<file path="src/rtl/alu_pkg.sv">
// rtl/alu_pkg.sv - shared opcodes, FSM states and command record for alu_initiator
//
// Contents:
//   OP_ADD/OP_SUB/OP_MUL/OP_DIV  2-bit ALU select codes
//   DZ_RESULT                    result reported for a divide by zero
//   state_t                      initiator FSM state encoding
//   cmd_t                        queued command {a, b, op, tag}
//   CMD_W                        width of cmd_t as stored in the FIFO
//   is_div_zero()                detects op=div with a zero divisor
package alu_pkg;

  localparam logic [1:0] OP_ADD = 2'b00;
  localparam logic [1:0] OP_SUB = 2'b01;
  localparam logic [1:0] OP_MUL = 2'b10;
  localparam logic [1:0] OP_DIV = 2'b11;

  localparam logic [2:0] DZ_RESULT = 3'b111;

  typedef enum logic [1:0] {
    ST_IDLE    = 2'd0,
    ST_DRIVE   = 2'd1,
    ST_CAPTURE = 2'd2,
    ST_RESP    = 2'd3
  } state_t;

  typedef struct packed {
    logic [1:0] a;
    logic [1:0] b;
    logic [1:0] op;
    logic [1:0] tag;
  } cmd_t;

  localparam int CMD_W = $bits(cmd_t);

  // The ALU has no zero-divisor detection, so the initiator decides this itself.
  function automatic logic is_div_zero(input cmd_t c);
    return (c.op == OP_DIV) && (c.b == 2'b00);
  endfunction

endpackage

</file>
<file path="src/rtl/alu_cmd_fifo.sv">
// rtl/alu_cmd_fifo.sv - synchronous first-word-fall-through command FIFO
//
// Ports:
//   clk, rst_n     clock, asynchronous active-low reset
//   i_push         write i_push_data (ignored when full)
//   i_push_data    entry to store
//   i_pop          retire the head entry (ignored when empty)
//   o_pop_data     current head entry, valid whenever !o_empty
//   o_full         count == DEPTH
//   o_empty        count == 0
//   o_count        occupancy, 0..DEPTH
module alu_cmd_fifo #(
  parameter int DEPTH = 4,
  parameter int WIDTH = 8
) (
  input  logic                     clk,
  input  logic                     rst_n,
  input  logic                     i_push,
  input  logic [WIDTH-1:0]         i_push_data,
  input  logic                     i_pop,
  output logic [WIDTH-1:0]         o_pop_data,
  output logic                     o_full,
  output logic                     o_empty,
  output logic [$clog2(DEPTH):0]   o_count
);

  localparam int PW = $clog2(DEPTH);
  localparam logic [PW:0] FULL_COUNT = (PW+1)'(DEPTH);

  logic [WIDTH-1:0] r_mem [DEPTH];
  logic [PW-1:0]    r_wr_ptr;
  logic [PW-1:0]    r_rd_ptr;
  logic [PW:0]      r_count;

  logic w_push_ok;
  logic w_pop_ok;

  assign o_full     = (r_count == FULL_COUNT);
  assign o_empty    = (r_count == '0);
  assign o_count    = r_count;
  assign o_pop_data = r_mem[r_rd_ptr];

  assign w_push_ok = i_push && !o_full;
  assign w_pop_ok  = i_pop && !o_empty;

  // Storage needs no reset: an entry is only read after it has been written.
  always_ff @(posedge clk) begin
    if (w_push_ok) begin
      r_mem[r_wr_ptr] <= i_push_data;
    end
  end

  // DEPTH is a power of two, so the pointers wrap by natural overflow.
  always_ff @(posedge clk or negedge rst_n) begin
    if (!rst_n) begin
      r_wr_ptr <= '0;
      r_rd_ptr <= '0;
      r_count  <= '0;
    end else begin
      if (w_push_ok) begin
        r_wr_ptr <= r_wr_ptr + 1'b1;
      end
      if (w_pop_ok) begin
        r_rd_ptr <= r_rd_ptr + 1'b1;
      end
      case ({w_push_ok, w_pop_ok})
        2'b10:   r_count <= r_count + 1'b1;
        2'b01:   r_count <= r_count - 1'b1;
        default: r_count <= r_count;
      endcase
    end
  end

endmodule

</file>
<file path="src/rtl/alu_initiator.sv">
// rtl/alu_initiator.sv - queues ALU commands, drives the external 2-bit ALU, returns tagged results
//
// Ports:
//   clk, rst_n                      clock, asynchronous active-low reset
//   cmd_valid/cmd_ready             command channel (ready = FIFO not full)
//   cmd_a, cmd_b, cmd_op, cmd_tag   command fields
//   alu_a, alu_b, alu_sel           operands/select driven to the ALU
//   alu_out, alu_carry              ALU result and carry-out
//   rsp_valid/rsp_ready             response channel
//   rsp_result, rsp_carry, rsp_dz   result, add carry, divide-by-zero flag
//   rsp_tag                         tag of the command being answered
//   busy                            FSM not idle or commands queued
//   fifo_count                      command FIFO occupancy
module alu_initiator
  import alu_pkg::*;
#(
  parameter int DEPTH = 4
) (
  input  logic                     clk,
  input  logic                     rst_n,
  input  logic                     cmd_valid,
  output logic                     cmd_ready,
  input  logic [1:0]               cmd_a,
  input  logic [1:0]               cmd_b,
  input  logic [1:0]               cmd_op,
  input  logic [1:0]               cmd_tag,
  output logic [1:0]               alu_a,
  output logic [1:0]               alu_b,
  output logic [1:0]               alu_sel,
  input  logic [2:0]               alu_out,
  input  logic                     alu_carry,
  output logic                     rsp_valid,
  input  logic                     rsp_ready,
  output logic [2:0]               rsp_result,
  output logic                     rsp_carry,
  output logic                     rsp_dz,
  output logic [1:0]               rsp_tag,
  output logic                     busy,
  output logic [$clog2(DEPTH):0]   fifo_count
);

  state_t r_state;
  state_t w_next_state;

  cmd_t r_opnd;
  cmd_t w_cmd_in;
  cmd_t w_fifo_head;

  logic [2:0] r_rsp_result;
  logic       r_rsp_carry;
  logic       r_rsp_dz;
  logic [1:0] r_rsp_tag;

  logic w_push;
  logic w_pop;
  logic w_full;
  logic w_empty;

  // ---------------------------------------------------------------------------
  // Command FIFO. Ready depends only on the registered count, so a pop in the
  // same cycle never frees a slot for a push.
  // ---------------------------------------------------------------------------
  assign w_cmd_in  = '{a: cmd_a, b: cmd_b, op: cmd_op, tag: cmd_tag};
  assign cmd_ready = !w_full;
  assign w_push    = cmd_valid && cmd_ready;

  alu_cmd_fifo #(
    .DEPTH (DEPTH),
    .WIDTH (CMD_W)
  ) u_cmd_fifo (
    .clk         (clk),
    .rst_n       (rst_n),
    .i_push      (w_push),
    .i_push_data (w_cmd_in),
    .i_pop       (w_pop),
    .o_pop_data  (w_fifo_head),
    .o_full      (w_full),
    .o_empty     (w_empty),
    .o_count     (fifo_count)
  );

  // ---------------------------------------------------------------------------
  // FSM: IDLE -> DRIVE -> CAPTURE -> RESP. DRIVE gives the ALU a full cycle to
  // settle before CAPTURE samples it. RESP chains straight into DRIVE when more
  // work is queued, giving one response every three cycles.
  // ---------------------------------------------------------------------------
  always_comb begin
    w_next_state = r_state;
    w_pop        = 1'b0;
    case (r_state)
      ST_IDLE: begin
        if (!w_empty) begin
          w_pop        = 1'b1;
          w_next_state = ST_DRIVE;
        end
      end
      ST_DRIVE: begin
        w_next_state = ST_CAPTURE;
      end
      ST_CAPTURE: begin
        w_next_state = ST_RESP;
      end
      ST_RESP: begin
        if (rsp_ready) begin
          if (!w_empty) begin
            w_pop        = 1'b1;
            w_next_state = ST_DRIVE;
          end else begin
            w_next_state = ST_IDLE;
          end
        end
      end
      default: begin
        w_next_state = ST_IDLE;
      end
    endcase
  end

  always_ff @(posedge clk or negedge rst_n) begin
    if (!rst_n) begin
      r_state <= ST_IDLE;
    end else begin
      r_state <= w_next_state;
    end
  end

  // Operand register: loaded on every pop and held otherwise, so the ALU pins
  // keep showing the last command in every state.
  always_ff @(posedge clk or negedge rst_n) begin
    if (!rst_n) begin
      r_opnd <= '0;
    end else if (w_pop) begin
      r_opnd <= w_fifo_head;
    end
  end

  assign alu_a   = r_opnd.a;
  assign alu_b   = r_opnd.b;
  assign alu_sel = r_opnd.op;

  // ---------------------------------------------------------------------------
  // Response register: written only in CAPTURE, so it is stable for the whole
  // RESP stall. A zero divisor overrides whatever the ALU produced, and carry
  // is only meaningful for add.
  // ---------------------------------------------------------------------------
  always_ff @(posedge clk or negedge rst_n) begin
    if (!rst_n) begin
      r_rsp_result <= '0;
      r_rsp_carry  <= 1'b0;
      r_rsp_dz     <= 1'b0;
      r_rsp_tag    <= '0;
    end else if (r_state == ST_CAPTURE) begin
      if (is_div_zero(r_opnd)) begin
        r_rsp_result <= DZ_RESULT;
        r_rsp_dz     <= 1'b1;
      end else begin
        r_rsp_result <= alu_out;
        r_rsp_dz     <= 1'b0;
      end
      r_rsp_carry <= (r_opnd.op == OP_ADD) ? alu_carry : 1'b0;
      r_rsp_tag   <= r_opnd.tag;
    end
  end

  assign rsp_valid  = (r_state == ST_RESP);
  assign rsp_result = r_rsp_result;
  assign rsp_carry  = r_rsp_carry;
  assign rsp_dz     = r_rsp_dz;
  assign rsp_tag    = r_rsp_tag;

  assign busy = (r_state != ST_IDLE) || !w_empty;

endmodule

</file>
<file path="config.mk">
export PLATFORM = sky130hd
export DESIGN_NAME = alu_initiator
export DESIGN_NICKNAME = d
export VERILOG_FILES = /design/src/rtl/alu_pkg.sv /design/src/rtl/alu_cmd_fifo.sv /design/src/rtl/alu_initiator.sv
export SDC_FILE = /design/constraint.sdc
export NUM_CORES = 1
export LEC_CHECK = 0
export ABC_AREA = 1
export CAP_MARGIN = 20
export CORE_MARGIN = 5
export CORE_UTILIZATION = 58
export CTS_CLUSTER_DIAMETER = 60
export DETAILED_ROUTE_END_ITERATION = 10
export PLACE_DENSITY = 0.9
export SLEW_MARGIN = 30
export SYNTH_ARGS = -nofsm -noshare
export SYNTH_HDL_FRONTEND = slang
export SYNTH_SLANG_ARGS = --single-unit
</file>
<file path="constraint.sdc">
create_clock -name clk -period 4.35 [get_ports clk]
set_input_delay 0.87 -clock clk [delete_from_list [all_inputs] [get_ports clk]]
set_output_delay 0.87 -clock clk [all_outputs]
set_load 0.005 [all_outputs]
</file>
==> results of run 1 <==
[cells in the final DEF, fill, tap and decap left out, types with 2 or more instances in the layout]
master and n:
nand2_1 112, clkdlybuf4s50_1 33, edfxtp_1 32, dfrtp_1 24, inv_1 17, nor2_1 16, nand2_2 10, ha_1 9
clkbuf_8 5, nand3_1 3, o21ai_0 2, xnor2_1 2, xor2_1 2, a21oi_1 2
[registers in the layout, indices dropped and copies added, names as in the netlist]
| name | cells |
|---|---|
| u_cmd_fifo.r_mem | 32 |
| rsp_carry | 1 |
| u_cmd_fifo.r_wr_ptr | 2 |
| u_cmd_fifo.o_count | 3 |
| rsp_result | 3 |
| alu_b | 2 |
| alu_a | 2 |
| rsp_dz | 1 |
| alu_sel | 2 |
| r_opnd | 2 |
| rsp_tag | 2 |
| u_cmd_fifo.r_rd_ptr | 2 |
| r_state | 2 |
[synth_stat cells (2+ instances only)]
| cell | count |
|---|---|
| nor2_1 | 16 |
| edfxtp_1 | 32 |
| ha_1 | 9 |
| a21oi_1 | 2 |
| buf_4 | 6 |
| dfrtp_1 | 24 |
| nand3_1 | 3 |
| nand2_1 | 112 |
| o21ai_0 | 2 |
| inv_1 | 17 |
| buf_6 | 3 |
| buf_2 | 2 |
| xnor2_1 | 2 |
| xor2_1 | 2 |
| nand2_2 | 10 |
[metal layers]
metal,vias to the layer above,track usage
li1,841,-
met1,789,0.196
met2,58,0.271
met3,18,0.0426
met4,0,0.0874
met5,-,0
[worst paths after layout]
path / start / endpoint / slack, ns / cells after the start
hold / removal: rsp_dz / rsp_dz / 0.49 / 1
min in group asynchronous: rst_n / rsp_tag[0] / 0.53 / 1
hold reg to reg: rsp_dz / rsp_dz / 0.49 / 1
setup reg to reg: r_state[0] / u_cmd_fifo.o_count[2] / 1.81 / 11
setup / recovery: rsp_ready / u_cmd_fifo.o_count[2] / 1.52 / 11
max in group asynchronous: rst_n / u_cmd_fifo.o_count[0] / 3.47 / 1
[layout make-up]
| class | instances | area [sq um] |
|---|---|---|
| multi-input cells | 166 | 796 |
| inverters | 19 | 78.8 |
| fillers | 319 | 1350 |
| clock inverters | 2 | 15.0 |
| clock buffers | 6 | 93.8 |
| repair buffers | 34 | 335 |
| flip-flops and latches | 56 | 1560 |
| well taps | 52 | 65.1 |
[cell families (layout without fill, tap and decap cells)]
family,after synthesis,after routing
compound gates,8,8
xor+xnor,4,4
fa+ha+maj,10,10
buf+inv,31,61
flops,56,56
simple gates,144,144
[power by group through the flow]
stage	clock network (mW)	logic (mW)	registers, mW
after floorplan	0	0.643	0.832
after global placement	0	0.790	0.881
after detailed placement	0	0.830	0.889
after CTS	0.327	0.838	0.879
after global routing	0.349	0.954	0.900
final	0.322	0.825	0.878
[worst register-to-register path: stages, from the launching register on]
cell and delay, ns:
dfrtp_1 0.40, inv_1 0.09, ha_1 0.29, inv_1 0.09, nand3_2 0.23, inv_2 0.23, ha_1 0.17, inv_1 0.07
fa_1 0.38, or2_2 0.30, nand2_1 0.08, xor2_1 0.13
==> impl_metrics.csv, run 1 <==
group,metric,value,unit
cells_and_area,postLayoutCellArea,2950,sq um
grt,first_global_vias,1772,
run,maxCapViolations,0,
sta,final_hold_viol_count,0,
route,met1_length,1830,microns
place,dp_hpwl,3160,microns
floorplan,initial_core_util,0.593,
power_and_ir_drop,clkPwrFrac,0.159,
logic_synthesis,synth_adder_area_share,0.0521,
critical_path,critPathArrivalTime,3.07,ns
grt,antenna_found_initial,0,
run_status,status,"finished clean",
route,ant_nets,0,
route,drt-initial-drc-count,102,
route,drc,0,
route,drt_pass1_iterations,4,
logic_synthesis,avgSynthCellArea,10.1,sq um
floorplan,core-area,4290,sq um
clock_network,cts_buffer_depth,2,
place,dp.cells,327,
sta,period_share,0.650,
cells_and_area,areaGrowthSynthToFinish,15.7,%
power_and_ir_drop,switching_power,768,uW
route,wl_per_cell,13.4,microns
place,portBuffers,34,
power_and_ir_drop,power.density,687,nW/um^2
sta,clock_skew,0.00312,ns
sta,setup_ws,1.52,ns
logic_synthesis,synth_top_area_frac,0.378,
min_path,hold_class,"flip-flop to flip-flop",
sta,timing.slew.headroom,0.470,
logic_synthesis,yosys.area.top_type,"edfxtp_1",
clock_network,cts.repair.resized,0,
critical_path,crit_top_cell,"nand2_1",
logic_synthesis,synth-simple-area-share,0.228,
logic_synthesis,syn-cell-area,2540,sq um
logic_synthesis,synth_top_family_by_area,"simple AND/OR/NAND/NOR gates",
sta,tightest_slew,0.792,ns
route,routed-wl-met3,270,microns
critical_path,critPathLaunchType,"input pin",
critical_path,endpoint_kind,"flip-flop",
critical_path,worst-path-max-fanout,12,
place,pre_cts_slack,1.22,ns
clock_network,clock_latency,0.31,ns
logic_synthesis,synth-compound-area-share,0.0187,
floorplan,io_pins,35,
clock_network,hold_buffers,0,
power_and_ir_drop,power_frac_comb,0.407,
logic_synthesis,ys_seq_elements,56,
cells_and_area,fin_util,0.686,
floorplan,die_w,76.2,microns
logic_synthesis,syn_inst,253,
logic_synthesis,synth_xor_area_frac,0.0138,
sta,timing.setup.tns,0,ns
power_and_ir_drop,power.internal,1.26,mW
grt,grt_use_total,0.164,
critical_path,path_delay_family,"buffers and inverters",
power_and_ir_drop,p_sw_frac,0.379,
clock_network,cts_buffers,5,
cells_and_area,fin_nets,308,
cells_and_area,fin_cells,335,
sta,slew_violations,0,
critical_path,cp_slowest_cell,"clkdlybuf4s50_1",
grt,grt_overflow,0,
logic_synthesis,ys.flop_type,"edfxtp_1",
logic_synthesis,yosys-top-cells-area,"edfxtp_1 38%, dfrtp_1 24%, nand2_1 17%, ha_1 4.4%, inv_1 2.5%",
power_and_ir_drop,sequentialPowerShare,0.434,
logic_synthesis,ys.warnings.count,0,
logic_synthesis,ys_async_sr_fraction,0.429,
logic_synthesis,synth_mux_area_frac,0,
cells_and_area,n_antenna_cell,0,
power_and_ir_drop,ir_worst_vdd,0.000283,V
grt,grt_start_max_net_pins,25,
clock_network,cts.clk_slew.worst_paths,0.10,ns
critical_path,cp_cell_sequence,"clkdlybuf4s50_1, nand2_1, nand2_1, nand3_2, inv_2, ha_1, inv_1, fa_1, or2_2, nand2_1, xor2_1",
grt,grt_pass1_wl,7790,microns
sta,setup_viol,0,
route,routed.top_layer,"met4",
sta,whs,0.488,ns
logic_synthesis,ys_seq_area_frac,0.614,
cells_and_area,drive_gt1_frac,0.0848,
sta,fmax,354,MHz
logic_synthesis,synth_fp_nets,279,
clock_network,tritoncts,"yes",
route,viasPerCell,5.09,
sta,rsz0062_at_grt,"no",
power_and_ir_drop,p_leak,1.34,nW
place,placed_area,2840,sq um
logic_synthesis,synth_cell_types,26,
critical_path,path_class,"input pin to flip-flop",
clock_network,post_cts_buffers,0,
floorplan,die-area,5810,sq um
route,vias,1706,
floorplan,die_h,76.2,microns
clock_network,cts_sinks,56,
route,wl,4470,microns
clock_network,h-tree-depth,2,
critical_path,critPathRequiredTime,4.59,ns
floorplan,rows,24,
critical_path,crit_buf_inv,3,
clock_network,cts_root_buffer,"clkbuf_8",
sta,min_period,2.83,ns
power_and_ir_drop,design_power_total,2.02,mW
critical_path,critPathMaxStageDelay,0.48,ns
place,place_congestion,0.761,
logic_synthesis,synth_edf_count,32,
route,dr_wl_met2,2230,microns
Note: power is estimated with default switching activity, not from simulation.
==> run 2, diff against run 1 <==
--- a/config.mk
+++ b/config.mk
@@ -8,10 +8,10 @@
 export ABC_AREA = 1
 export CAP_MARGIN = 20
 export CORE_MARGIN = 5
-export CORE_UTILIZATION = 58
+export CORE_UTILIZATION = 54
 export CTS_CLUSTER_DIAMETER = 60
 export DETAILED_ROUTE_END_ITERATION = 10
-export PLACE_DENSITY = 0.9
+export PLACE_DENSITY = 0.85
 export SLEW_MARGIN = 30
 export SYNTH_ARGS = -nofsm -noshare
 export SYNTH_HDL_FRONTEND = slang
==> constraint.sdc (replaced) <==
create_clock -name clk -period 2.9 [get_ports clk]
set_input_delay 0.58 -clock clk [delete_from_list [all_inputs] [get_ports clk]]
set_output_delay 0.58 -clock clk [all_outputs]
set_load 0.005 [all_outputs]
==> run 2 against run 1 <==
Setup slack got worse by 0.97 ns; final area rose by 1.1%; routed wire length is 5.5% lower; sequential share of layout area fell by 0.58 points; global-route usage fell by 1.6 points; combinational power grew 54%; register-to-register slack got worse by 1.2 ns; via count shrank 2.6%; clock power increased by 26%; power grew 48%; critical path type unchanged; largest power group unchanged.
==> impl_metrics.csv, run 2 (same netlist as run 1, synthesis figures left out) <==
group,metric,value,unit
run_status,status,"finished clean",
critical_path,crit_start,"rsp_ready",
grt,grt_start_max_net_pins,25,
floorplan,die_h,78.7,microns
floorplan,rows,25,
sta,slew_violations,0,
sta,min_period,2.34,ns
cells_and_area,largest_register_ff_count,32,
power_and_ir_drop,p_leak,1.36,nW
critical_path,r2r_start,"r_state[0]",
min_path,min-delay-start,"rsp_tag[0]",
critical_path,critPathLaunchType,"input pin",
grt,grt_overflow,0,
sta,timing.setup.tns,0,ns
sta,clock_skew,0.00934,ns
clock_network,cts_buffers,5,
power_and_ir_drop,power.internal,1.86,mW
cells_and_area,final_cell_mix,"112 x nand2_1, 34 x clkdlybuf4s50_1, 32 x edfxtp_1",
power_and_ir_drop,power.density,1000,nW/um^2
critical_path,critPathArrivalTime,2.57,ns
place,portBuffers,34,
critical_path,endpoint_kind,"flip-flop",
cells_and_area,layout_commonest_cell,"nand2_1",
floorplan,die_w,78.7,microns
cells_and_area,largest-register,"u_cmd_fifo.r_mem",
place,placed_area,2890,sq um
sta,rsz0062_at_grt,"no",
place,place_congestion,0.725,
critical_path,critPathRequiredTime,3.13,ns
cells_and_area,fin_nets,314,
power_and_ir_drop,p_sw_frac,0.377,
sta,period_share,0.808,
clock_network,tritoncts,"yes",
floorplan,io_pins,35,
cells_and_area,postLayoutCellArea,2980,sq um
power_and_ir_drop,clkPwrFrac,0.136,
route,ant_nets,0,
power_and_ir_drop,switching_power,1.13,mW
cells_and_area,areaGrowthSynthToFinish,17.0,%
place,pre_cts_slack,0.250,ns
clock_network,cts_buffer_depth,2,
grt,grt_pass1_wl,7280,microns
clock_network,cts_root_buffer,"clkbuf_8",
critical_path,worst-path-max-fanout,10,
critical_path,endpoint,"u_cmd_fifo.o_count[2]",
critical_path,r2r_cells,11,
power_and_ir_drop,ir_worst_vdd,0.000369,V
route,wl,4230,microns
critical_path,r2r_slack,0.58,ns
sta,fmax,427,MHz
route,drt-initial-drc-count,81,
grt,antenna_found_initial,0,
clock_network,h-tree-depth,2,
grt,first_global_vias,1658,
cells_and_area,n_antenna_cell,0,
clock_network,hold_buffers,0,
floorplan,initial_core_util,0.546,
clock_network,clock_latency,0.30,ns
cells_and_area,drive_gt1_frac,0.0969,
power_and_ir_drop,power_frac_comb,0.426,
run,maxCapViolations,0,
grt,grt_use_total,0.148,
place,dp_hpwl,3180,microns
route,wl_per_cell,12.3,microns
sta,setup_ws,0.555,ns
critical_path,path_class,"input pin to flip-flop",
route,drc,0,
clock_network,cts_sinks,56,
clock_network,post_cts_buffers,0,
route,drt_pass1_iterations,4,
route,vias,1661,
sta,setup_viol,0,
clock_network,cts.clk_slew.worst_paths,0.10,ns
power_and_ir_drop,sequentialPowerShare,0.438,
clock_network,cts.repair.resized,0,
floorplan,die-area,6190,sq um
sta,tightest_slew,0.730,ns
sta,timing.slew.headroom,0.513,
route,viasPerCell,4.84,
sta,final_hold_viol_count,0,
min_path,hold_class,"flip-flop to flip-flop",
floorplan,core-area,4660,sq um
critical_path,r2r-end,"u_cmd_fifo.o_count[2]",
## run 2: cell types whose count changed in the layout (fill, tap and decap cells not counted), sizes merged
| cell | change |
|---|---|
| buf | +5 |
| inv | -2 |
| clkinvlp | +1 |
| clkdlybuf4s50 | +1 |
| clkinv | +1 |
## run 2: worst max-delay path, stage by stage
cell and delay (ns):
clkdlybuf4s50_1 0.48, nand2_1 0.06, nand2_1 0.07, nand3_2 0.09, inv_2 0.16, ha_1 0.17
inv_1 0.07, fa_1 0.38, or2_2 0.30, nand2_1 0.08, xor2_1 0.14
## run 2: worst min path at each step
stage / depth (start not counted) / slack [ns] / end
floorplan: 0 / 0.28 / alu_a[0]
global placement: 2 / 0.45 / rsp_tag[0]
detailed placement: 2 / 0.46 / rsp_tag[0]
CTS: 2 / 0.48 / rsp_tag[0]
global route: 2 / 0.51 / rsp_tag[0]
finish: 2 / 0.48 / rsp_tag[0]
## run 2: area by class of cell
class | instances | area, sq um
Multi-Input combinational cell | 166 | 796
Clock buffer | 6 | 72.6
Fill cell | 399 | 1680
Inverter | 19 | 78.8
Tap cell | 54 | 67.6
Timing Repair Buffer | 40 | 385
Sequential cell | 56 | 1560
Clock inverter | 2 | 16.3
## run 2: per-layer routing
metal | vias to the layer above | track usage | wire length [microns]
met3 | 3 | 0.0310 | 206
met4 | 0 | 0.0420 | 21
li1 | 852 | - | -
met5 | - | 0 | 0
met1 | 769 | 0.166 | 1750
met2 | 37 | 0.281 | 2250
## run 2: per-stage QoR
step	std cells	util	power, mW	hold WS (ns)
after global routing	343	0.639	3.26	0.509
final	343	0.639	2.99	0.477
after global placement	335	0.620	2.55	0.454
after floorplan	253	-	2.21	0.284
after detailed placement	335	0.620	2.62	0.459
after CTS	343	0.639	3.03	0.483
## run 2: power groups by stage
| stage | clock, mW | combinational (mW) | sequential (mW) |
|---|---|---|---|
| floorplan | 0 | 0.964 | 1.25 |
| global placement | 0 | 1.23 | 1.32 |
| detailed placement | 0 | 1.30 | 1.33 |
| CTS | 0.423 | 1.30 | 1.31 |
| global route | 0.449 | 1.46 | 1.34 |
| finish | 0.407 | 1.27 | 1.31 |
==> run 3, diff against run 2 <==
--- a/config.mk
+++ b/config.mk
@@ -8,10 +8,10 @@
 export ABC_AREA = 1
 export CAP_MARGIN = 20
 export CORE_MARGIN = 5
-export CORE_UTILIZATION = 54
+export CORE_UTILIZATION = 49
 export CTS_CLUSTER_DIAMETER = 60
 export DETAILED_ROUTE_END_ITERATION = 10
-export PLACE_DENSITY = 0.85
+export PLACE_DENSITY = 0.81
 export SLEW_MARGIN = 30
 export SYNTH_ARGS = -nofsm -noshare
 export SYNTH_HDL_FRONTEND = slang
==> constraint.sdc (replaced) <==
create_clock -name clk -period 1.9 [get_ports clk]
set_input_delay 0.38 -clock clk [delete_from_list [all_inputs] [get_ports clk]]
set_output_delay 0.38 -clock clk [all_outputs]
set_load 0.005 [all_outputs]
==> run 3 against run 2 <==
The run now ends with setup timing left; global-route usage up 0.14 points; die area up 8.9%; flip-flop and latch count unchanged; register-to-register slack worse by 0.59 ns; final cell count up 9.0%; routed wire length up 9.2%; non-clock buffer count up 15; count of clock-buffer cells in the layout down 1; first-iteration DRC count down 21%; setup slack worse by 0.57 ns; critical endpoint unchanged.
==> impl_metrics.csv, run 3 (same netlist as run 1, synthesis figures left out) <==
group,metric,value,unit
clock_network,tritoncts,"yes",
power_and_ir_drop,ir_worst_vdd,0.000556,V
grt,grt_pass1_wl,7560,microns
grt,use_met3,0.0329,
route,wl_per_cell,12.3,microns
cells_and_area,areaGrowthSynthToFinish,25.2,%
clock_network,h-tree-depth,2,
place,place_congestion,0.729,
grt,grt_use_total,0.150,
floorplan,die-area,6730,sq um
grt,grt_overflow,0,
grt,grt-busiest-layer,"met2",
grt,antenna_found_initial,0,
cells_and_area,fin_cells,374,
power_and_ir_drop,power.density,1600,nW/um^2
clock_network,cts_root_buffer,"clkbuf_8",
cells_and_area,largest_register_ff_count,32,
cells_and_area,largest-register,"u_cmd_fifo.r_mem",
place,dp_hpwl,3180,microns
grt,grt_util_met1,0.178,
critical_path,critPathLaunchType,"flip-flop",
run,maxCapViolations,0,
critical_path,critPathArrivalTime,2.15,ns
floorplan,die_w,82.1,microns
floorplan,core-area,5070,sq um
clock_network,cts_buffers,5,
run_status,violations,"setup timing",
floorplan,io_pins,35,
critical_path,path_class,"flip-flop to flip-flop",
floorplan,rows,26,
critical_path,worst-path-max-fanout,3,
clock_network,cts_sinks,56,
grt,grt_use_met2,0.263,
sta,slew_violations,0,
floorplan,initial_core_util,0.501,
clock_network,cts.clk_slew.worst_paths,0.09,ns
floorplan,die_h,82.1,microns
critical_path,critPathRequiredTime,2.13,ns
critical_path,r2r_cells,11,
sta,timing.setup.tns,-0.0131,ns
cells_and_area,n_antenna_cell,0,
route,vias,1726,
run_status,status,"finished, violations left",
sta,rsz0062_at_grt,"yes",
sta,period_share,1.01,
place,portBuffers,34,
grt,grt_start_max_net_pins,25,
sta,setup_ws,-0.0131,ns
route,drt_pass1_iterations,4,
sta,min_period,1.91,ns
cells_and_area,fin_nets,329,
clock_network,hold_buffers,0,
grt,first_global_vias,1645,
clock_network,clock_latency,0.30,ns
sta,timing.slew.headroom,0.606,
power_and_ir_drop,p_leak,1.45,nW
place,dp.cells,360,
clock_network,cts_buffer_depth,2,
sta,final_hold_viol_count,0,
route,wl,4610,microns
critical_path,endpoint_kind,"flip-flop",
sta,fmax,523,MHz
route,ant_nets,0,
route,viasPerCell,4.61,
sta,clock_skew,0.00321,ns
route,drt-initial-drc-count,64,
cells_and_area,drive_gt1_frac,0.178,
cells_and_area,final_cell_mix,"109 x nand2_1, 32 x clkdlybuf4s50_1, 32 x edfxtp_1",
sta,setup_viol,1,
min_path,hold_class,"input pin to async pin",
route,drc,0,
cells_and_area,layout_commonest_cell,"nand2_1",
sta,tightest_slew,0.590,ns
==> run 3: worst paths after layout <==
kind / from / endpoint / slack [ns]
worst max-delay path: r_state[0] / u_cmd_fifo.o_count[2] / -0.01
worst min-delay path: rst_n / rsp_tag[0] / 0.42
worst max register to register: r_state[0] / u_cmd_fifo.o_count[2] / -0.01
worst min register to register: rsp_tag[0] / rsp_tag[0] / 0.48
max in group asynchronous: rst_n / u_cmd_fifo.r_wr_ptr[0] / 1.25
min in group clk: rsp_tag[0] / rsp_tag[0] / 0.48
==> run 3: critical path, cell delays in order (launching register included) <==
cell and delay [ns]:
dfrtp_1 0.42, inv_2 0.10, ha_4 0.21, inv_4 0.06, nand3_4 0.08, inv_4 0.07
ha_4 0.11, inv_2 0.04, fa_2 0.33, or2_4 0.23, nand2_2 0.06, xor2_1 0.13
==> run 3: layout make-up <==
cell class	instances	area [sq um]
Inverter	19	83.8
Fill cell	418	1890
Multi-Input combinational cell	166	848
Clock buffer	5	68.8
Timing Repair Buffer	55	499
Clock inverter	3	37.5
Tap cell	70	87.6
Sequential cell	56	1560
==> run 3: report_power, final <==
group | switching, mW | total [mW] | leakage [nW] | internal [mW]
clock network | 0.357 | 0.741 | 0.0532 | 0.384
logic | 1.22 | 2.38 | 0.812 | 1.15
registers | 0.297 | 1.99 | 0.584 | 1.70
==> run 3: repair_timing <==
| item | in CTS | in global routing |
|---|---|---|
| gates resized for setup | 9 | 4 |
| pin swaps | 4 | 5 |
| setup buffers | 3 | 3 |
| setup endpoints to repair | 3 | 4 |
==> run 3: metrics by stage <==
step	setup slack [ns]	power, mW	utilization	hold WS (ns)	area (sq um)
after global routing	-0.0934	5.54	0.628	0.438	3190
after detailed placement	-0.308	4.19	0.590	0.461	3000
after global placement	-0.233	4.09	0.590	0.459	3000
after CTS	-0.0229	5.08	0.621	0.426	3150
final	-0.0131	5.11	0.628	0.423	3190
after floorplan	-0.0778	3.43	-	0.0844	2560
==> run 3: metal layers <==
layer	vias up	share of wire
li1	890	-
met1	778	0.42
met2	48	0.51
met3	10	0.055
met4	0	0.019
met5	-	0
